$ cat src/rtl/car_sequencer.sv
// Control-address (CAR) sequencer for the microprogrammed control unit.
// Registers the control ROM address and picks the next one from reset,
// branch, interrupt entry, instruction decode, micro call/return or CAR+1.
// Includes a micro-return stack with sticky overflow/underflow flags.
module car_sequencer #(
    parameter int                      CAR_BITS    = 6,
    parameter int                      STACK_DEPTH = 4,
    parameter int                      SP_BITS     = 3,
    parameter logic [CAR_BITS-1:0]     CAR_0       = '0,
    parameter logic [CAR_BITS-1:0]     CAR_INT0    = 'h30,
    parameter logic [CAR_BITS-1:0]     CAR_INT4    = 'h34
) (
    input  logic                MCLK,
    input  logic                rst,
    input  logic                stall,
    input  logic                INTREQ,
    input  logic                IF,
    input  logic                Br,
    input  logic                CALL,
    input  logic                RET,
    input  logic [CAR_BITS-1:0] CARnew,
    input  logic [CAR_BITS-1:0] CARtarget,
    output logic [CAR_BITS-1:0] CAR,
    output logic [CAR_BITS-1:0] CARnext,
    output logic                int_ack,
    output logic [SP_BITS-1:0]  depth,
    output logic                stk_ovf,
    output logic                stk_unf
);

    // The storage array is addressed by the full stack pointer so no index
    // truncation is needed; entries at or above STACK_DEPTH are never written.
    localparam int                 ARR_SIZE  = 1 << SP_BITS;
    localparam logic [SP_BITS-1:0] DEPTH_MAX = SP_BITS'(STACK_DEPTH);

    logic [CAR_BITS-1:0] stack [ARR_SIZE];
    logic [CAR_BITS-1:0] car_inc;
    logic [SP_BITS-1:0]  depth_next;
    logic                push;
    logic                take_int;
    logic                set_ovf;
    logic                set_unf;

    assign car_inc = CAR + CAR_BITS'(1);

    // Priority selection of the next address and the matching stack action.
    always_comb begin
        CARnext    = car_inc;
        depth_next = depth;
        push       = 1'b0;
        take_int   = 1'b0;
        set_ovf    = 1'b0;
        set_unf    = 1'b0;
        if (Br) begin
            CARnext    = CAR_0;
            depth_next = '0;
        end else if (INTREQ && IF) begin
            CARnext    = CAR_INT0;
            depth_next = '0;
            take_int   = 1'b1;
        end else if (IF) begin
            CARnext    = CARnew;
            depth_next = '0;
        end else if (RET) begin
            if (depth != '0) begin
                CARnext    = stack[depth - SP_BITS'(1)];
                depth_next = depth - SP_BITS'(1);
            end else begin
                CARnext = CAR_0;
                set_unf = 1'b1;
            end
        end else if (CALL) begin
            CARnext = CARtarget;
            if (depth < DEPTH_MAX) begin
                push       = 1'b1;
                depth_next = depth + SP_BITS'(1);
            end else begin
                set_ovf = 1'b1;
            end
        end
    end

    // CAR, stack pointer, acknowledge pulse and sticky flags.
    always_ff @(posedge MCLK) begin
        if (rst) begin
            CAR     <= CAR_INT4;
            depth   <= '0;
            int_ack <= 1'b0;
            stk_ovf <= 1'b0;
            stk_unf <= 1'b0;
        end else if (stall) begin
            int_ack <= 1'b0;
        end else begin
            CAR     <= CARnext;
            depth   <= depth_next;
            int_ack <= take_int;
            stk_ovf <= stk_ovf | set_ovf;
            stk_unf <= stk_unf | set_unf;
        end
    end

    // Return-address storage; contents above depth are don't-care, so no reset.
    always_ff @(posedge MCLK) begin
        if (!rst && !stall && push) begin
            stack[depth] <= car_inc;
        end
    end

endmodule
$ cat config.mk
export PLATFORM = sky130hd
export DESIGN_NAME = car_sequencer
export DESIGN_NICKNAME = d
export VERILOG_FILES = /design/src/rtl/car_sequencer.sv
export SDC_FILE = /design/constraint.sdc
export NUM_CORES = 1
export LEC_CHECK = 0
export ABC_AREA = 1
export CORE_UTILIZATION = 50
export CTS_CLUSTER_DIAMETER = 200
export DETAILED_ROUTE_END_ITERATION = 12
export DONT_BUFFER_PORTS = 1
export GPL_ROUTABILITY_DRIVEN = 0
export REMOVE_ABC_BUFFERS = 1
export SKIP_CTS_REPAIR_TIMING = 1
export SLEW_MARGIN = 20
export SYNTH_ARGS = -nofsm -noshare
export SYNTH_HDL_FRONTEND = slang
export SYNTH_SLANG_ARGS = --single-unit
$ cat constraint.sdc
create_clock -name MCLK -period 2.7 [get_ports MCLK]
set_input_delay 0.81 -clock MCLK [delete_from_list [all_inputs] [get_ports MCLK]]
set_output_delay 0.81 -clock MCLK [all_outputs]
set_load 0.05 [all_outputs]
==> run_summary.xml <==
<?xml version="1.0" encoding="UTF-8"?>
<metrics>
  <group name="finish">
    <metric name="nets_final" unit="">399</metric>
    <metric name="areaGrowthSynthToFinish" unit="%">23.26</metric>
    <metric name="commonest_non_fill_non_tap_cells_in_the_layout" unit="">75 x sky130_fd_sc_hd__nand2_1, 48 x sky130_fd_sc_hd__edfxtp_1, 35 x sky130_fd_sc_hd__inv_1</metric>
    <metric name="number_of_antenna_diodes" unit="">0</metric>
    <metric name="mostFrequentLayoutCell" unit="">sky130_fd_sc_hd__nand2_1</metric>
    <metric name="final_cell_count_no_fill" unit="">451</metric>
    <metric name="drive_gt1_frac" unit="">0.2084</metric>
  </group>
  <group name="sta">
    <metric name="worst_hold_slack" unit="ns">0.5238</metric>
    <metric name="finalSetupViolCount" unit="">0</metric>
    <metric name="fmax" unit="MHz">375.4</metric>
    <metric name="finalClockSkew" unit="ns">0.007778</metric>
    <metric name="report.final.slew_viol_count" unit="">0</metric>
    <metric name="slew_headroom" unit="">0.6526</metric>
    <metric name="setup_repair_after_global_routing_missed_its_margin" unit="">yes</metric>
    <metric name="max_slew.worst_pin.slew" unit="ns">0.5204</metric>
    <metric name="hold_viol" unit="">0</metric>
    <metric name="final.period_utilization" unit="">0.9867</metric>
    <metric name="timing.final.crit_period" unit="ns">2.664</metric>
  </group>
  <group name="detailed_routing">
    <metric name="detailroute.via_count" unit="">2301</metric>
    <metric name="top_layer" unit="">met4</metric>
    <metric name="first_iter_violations" unit="">148</metric>
    <metric name="wl_per_cell" unit="um">14.43</metric>
    <metric name="route.detailed.vias_per_inst" unit="">5.102</metric>
    <metric name="drc" unit="">0</metric>
    <metric name="route.met3.wl" unit="um">276</metric>
    <metric name="ant_nets" unit="">0</metric>
    <metric name="drt-pass1-iter-count" unit="">4</metric>
    <metric name="routed-wl-met2" unit="um">3295</metric>
    <metric name="m1WireLength" unit="um">2856</metric>
    <metric name="finalWirelength" unit="um">6510</metric>
  </group>
  <group name="die">
    <metric name="die_h" unit="um">78.72</metric>
    <metric name="floorplan.die_area" unit="sq mm">0.006196</metric>
    <metric name="core-area" unit="sq mm">0.005574</metric>
    <metric name="core.rowCount" unit="">27</metric>
    <metric name="floorplan.die.width" unit="um">78.72</metric>
    <metric name="start_util" unit="">0.5279</metric>
    <metric name="top_level_ports" unit="">38</metric>
  </group>
  <group name="global_route">
    <metric name="first_global_vias" unit="">2191</metric>
    <metric name="global_route.usage.total" unit="">0.2311</metric>
    <metric name="grt_first_pass_wirelength" unit="um">10460</metric>
    <metric name="antenna_found_initial" unit="">0</metric>
    <metric name="grt_overflow_total" unit="">0</metric>
    <metric name="largest_net_degree_at_the_start_of_global_routing" unit="">31</metric>
  </group>
  <group name="power_and_ir_drop">
    <metric name="share_clk_of_total_power" unit="">0.363</metric>
    <metric name="netSwitchingFraction" unit="">0.2684</metric>
    <metric name="p_sw" unit="uW">623.1</metric>
    <metric name="irDropWorstVdd" unit="V">0.0005103</metric>
    <metric name="cell_internal_pwr" unit="uW">1699</metric>
    <metric name="power.share.combinational" unit="">0.177</metric>
    <metric name="power_after_layout" unit="uW">2322</metric>
    <metric name="power.density_cell_area" unit="mW/mm^2">640.2</metric>
    <metric name="p_seq_frac" unit="">0.460</metric>
    <metric name="power.leakage" unit="uW">0.001559</metric>
  </group>
  <group name="yosys">
    <metric name="synthesis.area_per_instance" unit="sq um">9.083</metric>
    <metric name="post_synth_instance_area" unit="sq mm">0.002943</metric>
    <metric name="synth.yosys.warnings" unit="">0</metric>
    <metric name="commonest_register_cell_after_synthesis" unit="">sky130_fd_sc_hd__edfxtp_1</metric>
    <metric name="netlist_instances" unit="">324</metric>
    <metric name="synth.ff_latch_count" unit="">60</metric>
    <metric name="netlist-cell-type-count" unit="">28</metric>
    <metric name="synth_enable_flop_cells" unit="">48</metric>
    <metric name="synth_sequential_area_ratio" unit="">0.5714</metric>
    <metric name="ys_async_sr_fraction" unit="">0</metric>
  </group>
  <group name="setup_path">
    <metric name="worst_setup_path_startpoint" unit="">depth[0]</metric>
    <metric name="crit-reg2reg-launch" unit="">depth[2]</metric>
    <metric name="start_kind" unit="">flip-flop</metric>
    <metric name="worst_ep_required_time" unit="ns">1.89</metric>
    <metric name="critical-path-slowest-cell" unit="">sky130_fd_sc_hd__dfxtp_4</metric>
    <metric name="r2r_slack" unit="ns">1.14</metric>
    <metric name="crit_path_cell_trace" unit="">inv_4, buf_6, ha_4, xor2_1, buf_4, nand3_1, nand3_2, a21oi_2, buf_6</metric>
    <metric name="ff2ff_path_depth" unit="">4</metric>
    <metric name="crit_fanout" unit="">6</metric>
    <metric name="cp_data_arrival_time" unit="ns">1.85</metric>
    <metric name="critPathCaptureType" unit="">primary output</metric>
    <metric name="cpPeakStageDelay" unit="ns">0.37</metric>
    <metric name="setup.worst_path.class" unit="">flip-flop to primary output</metric>
    <metric name="crit-reg2reg-capture" unit="">stack[3][2]</metric>
    <metric name="crit_path_frequent_cell" unit="">sky130_fd_sc_hd__buf_6</metric>
  </group>
  <group name="hold_path">
    <metric name="worst_hold_path_type" unit="">flip-flop to flip-flop</metric>
    <metric name="worst_hold_path.endpoint" unit="">depth[1]</metric>
    <metric name="whs_path_depth" unit="">2</metric>
    <metric name="origin_of_the_worst_min_delay_path" unit="">depth[1]</metric>
  </group>
  <group name="clock_tree">
    <metric name="cts_h_tree_depth" unit="">3</metric>
    <metric name="clkSlewWorstSetupHoldPaths" unit="ns">0.06</metric>
    <metric name="root_driver" unit="">sky130_fd_sc_hd__clkbuf_8</metric>
    <metric name="clk_lat_worst_skew" unit="ns">0.33</metric>
    <metric name="cts_buffers" unit="">9</metric>
    <metric name="cts.sink_count" unit="">60</metric>
    <metric name="clock_tree_from_tritoncts" unit="">done</metric>
    <metric name="cts-root-to-sink-buffers" unit="">2</metric>
  </group>
  <group name="flow_run">
    <metric name="drv.max_cap_violation_count" unit="">0</metric>
  </group>
  <group name="placed_design">
    <metric name="post-place-cells" unit="">434</metric>
    <metric name="portBuffers" unit="">0</metric>
    <metric name="dp_hpwl" unit="um">4677</metric>
  </group>
  <group name="status">
    <metric name="outcome" unit="">completed</metric>
  </group>
</metrics>
routing by layer:
layer	up-vias	track usage
li1	1153	-
met1	1092	0.2899
met2	50	0.3730
met3	6	0.04828
met4	0	0.1259
met5	-	0
cell type report:
class,count,area (sq um)
fill,477,1947
sequential,60,1688
multi-input combinational,232,1190
timing repair buffer,28,282.8
inverter,44,172.7
clock buffer,9,123.9
tap,72,90.09
clock inverter,6,80.08
cell families (layout without fill, tap and decap cells):
| kind of cell | Yosys count | count (layout) | synth area share |
|---|---|---|---|
| AOI/OAI and AO/OA | 38 | 38 | 0.07101 |
| xor gates and xnor gates | 4 | 4 | 0.01191 |
| adders and majority gates | 4 | 4 | 0.01701 |
| buffers and inverters | 55 | 87 | 0.08418 |
| DFF | 60 | 60 | 0.5714 |
| other | 1 | 24 | 0.001274 |
| and+or+nand+nor | 162 | 162 | 0.2432 |
cell usage after synthesis, types with 4 or more instances:
library cell	n	area share
sky130_fd_sc_hd__a21oi_1	17	0.029
sky130_fd_sc_hd__buf_2	6	0.010
sky130_fd_sc_hd__buf_6	4	0.015
sky130_fd_sc_hd__dfxtp_1	12	0.082
sky130_fd_sc_hd__edfxtp_1	48	0.49
sky130_fd_sc_hd__ha_1	4	0.017
sky130_fd_sc_hd__inv_1	40	0.051
sky130_fd_sc_hd__inv_2	4	0.0051
sky130_fd_sc_hd__nand2_1	81	0.10
sky130_fd_sc_hd__nand3_1	38	0.065
sky130_fd_sc_hd__nor2_1	28	0.036
sky130_fd_sc_hd__nor3_1	5	0.0085
sky130_fd_sc_hd__o21ai_0	12	0.020
worst max-delay path: cells and delay by family (launching register included):
kind                       cells  cell delay, ns
buffers and inverters          4            0.50
xor gates and xnor gates       1            0.14
adders and majority gates      1            0.16
DFF                            1            0.37
and+or+nand+nor                2            0.18
AOI/OAI and AO/OA              1            0.16
per-stage QoR:
step	instance area (sq um)	setup TNS [ns]	setup WS, ns	utilization
after floorplan	2947	-6.757	-1.409	-
after global placement	3282	0	0.1946	0.5888
after detailed placement	3282	0	0.1887	0.5888
after CTS	3486	-0.8554	-0.1913	0.6254
after global routing	3627	-0.2883	-0.06394	0.6507
final	3627	0	0.03596	0.6507
power groups by stage:
stage / Sequential (uW) / Clock [uW] / Combinational (uW)
2_1_floorplan: 1120 / 0 / 207
3_3_place_gp: 1090 / 0 / 366
3_5_place_dp: 1090 / 0 / 367
4_1_cts: 1070 / 861 / 369
5_1_grt: 1070 / 894 / 449
6_report: 1070 / 843 / 411
how the worst max path moves through the flow:
stage          slack (ns)    endpoint
5_1_grt             -0.06  CARnext[0]
3_5_place_dp         0.19  CARnext[4]
4_1_cts             -0.19  CARnext[4]
6_report             0.04  CARnext[2]
2_1_floorplan       -1.41  CARnext[2]
3_3_place_gp         0.19  CARnext[4]
flip-flops by register name, summed over array words and instances, names as in the netlist:
signal   flops
stack       48
stk_ovf      1
stk_unf      1
depth        3
int_ack      1
CAR          6
Note: power is estimated with default switching activity, not from simulation.
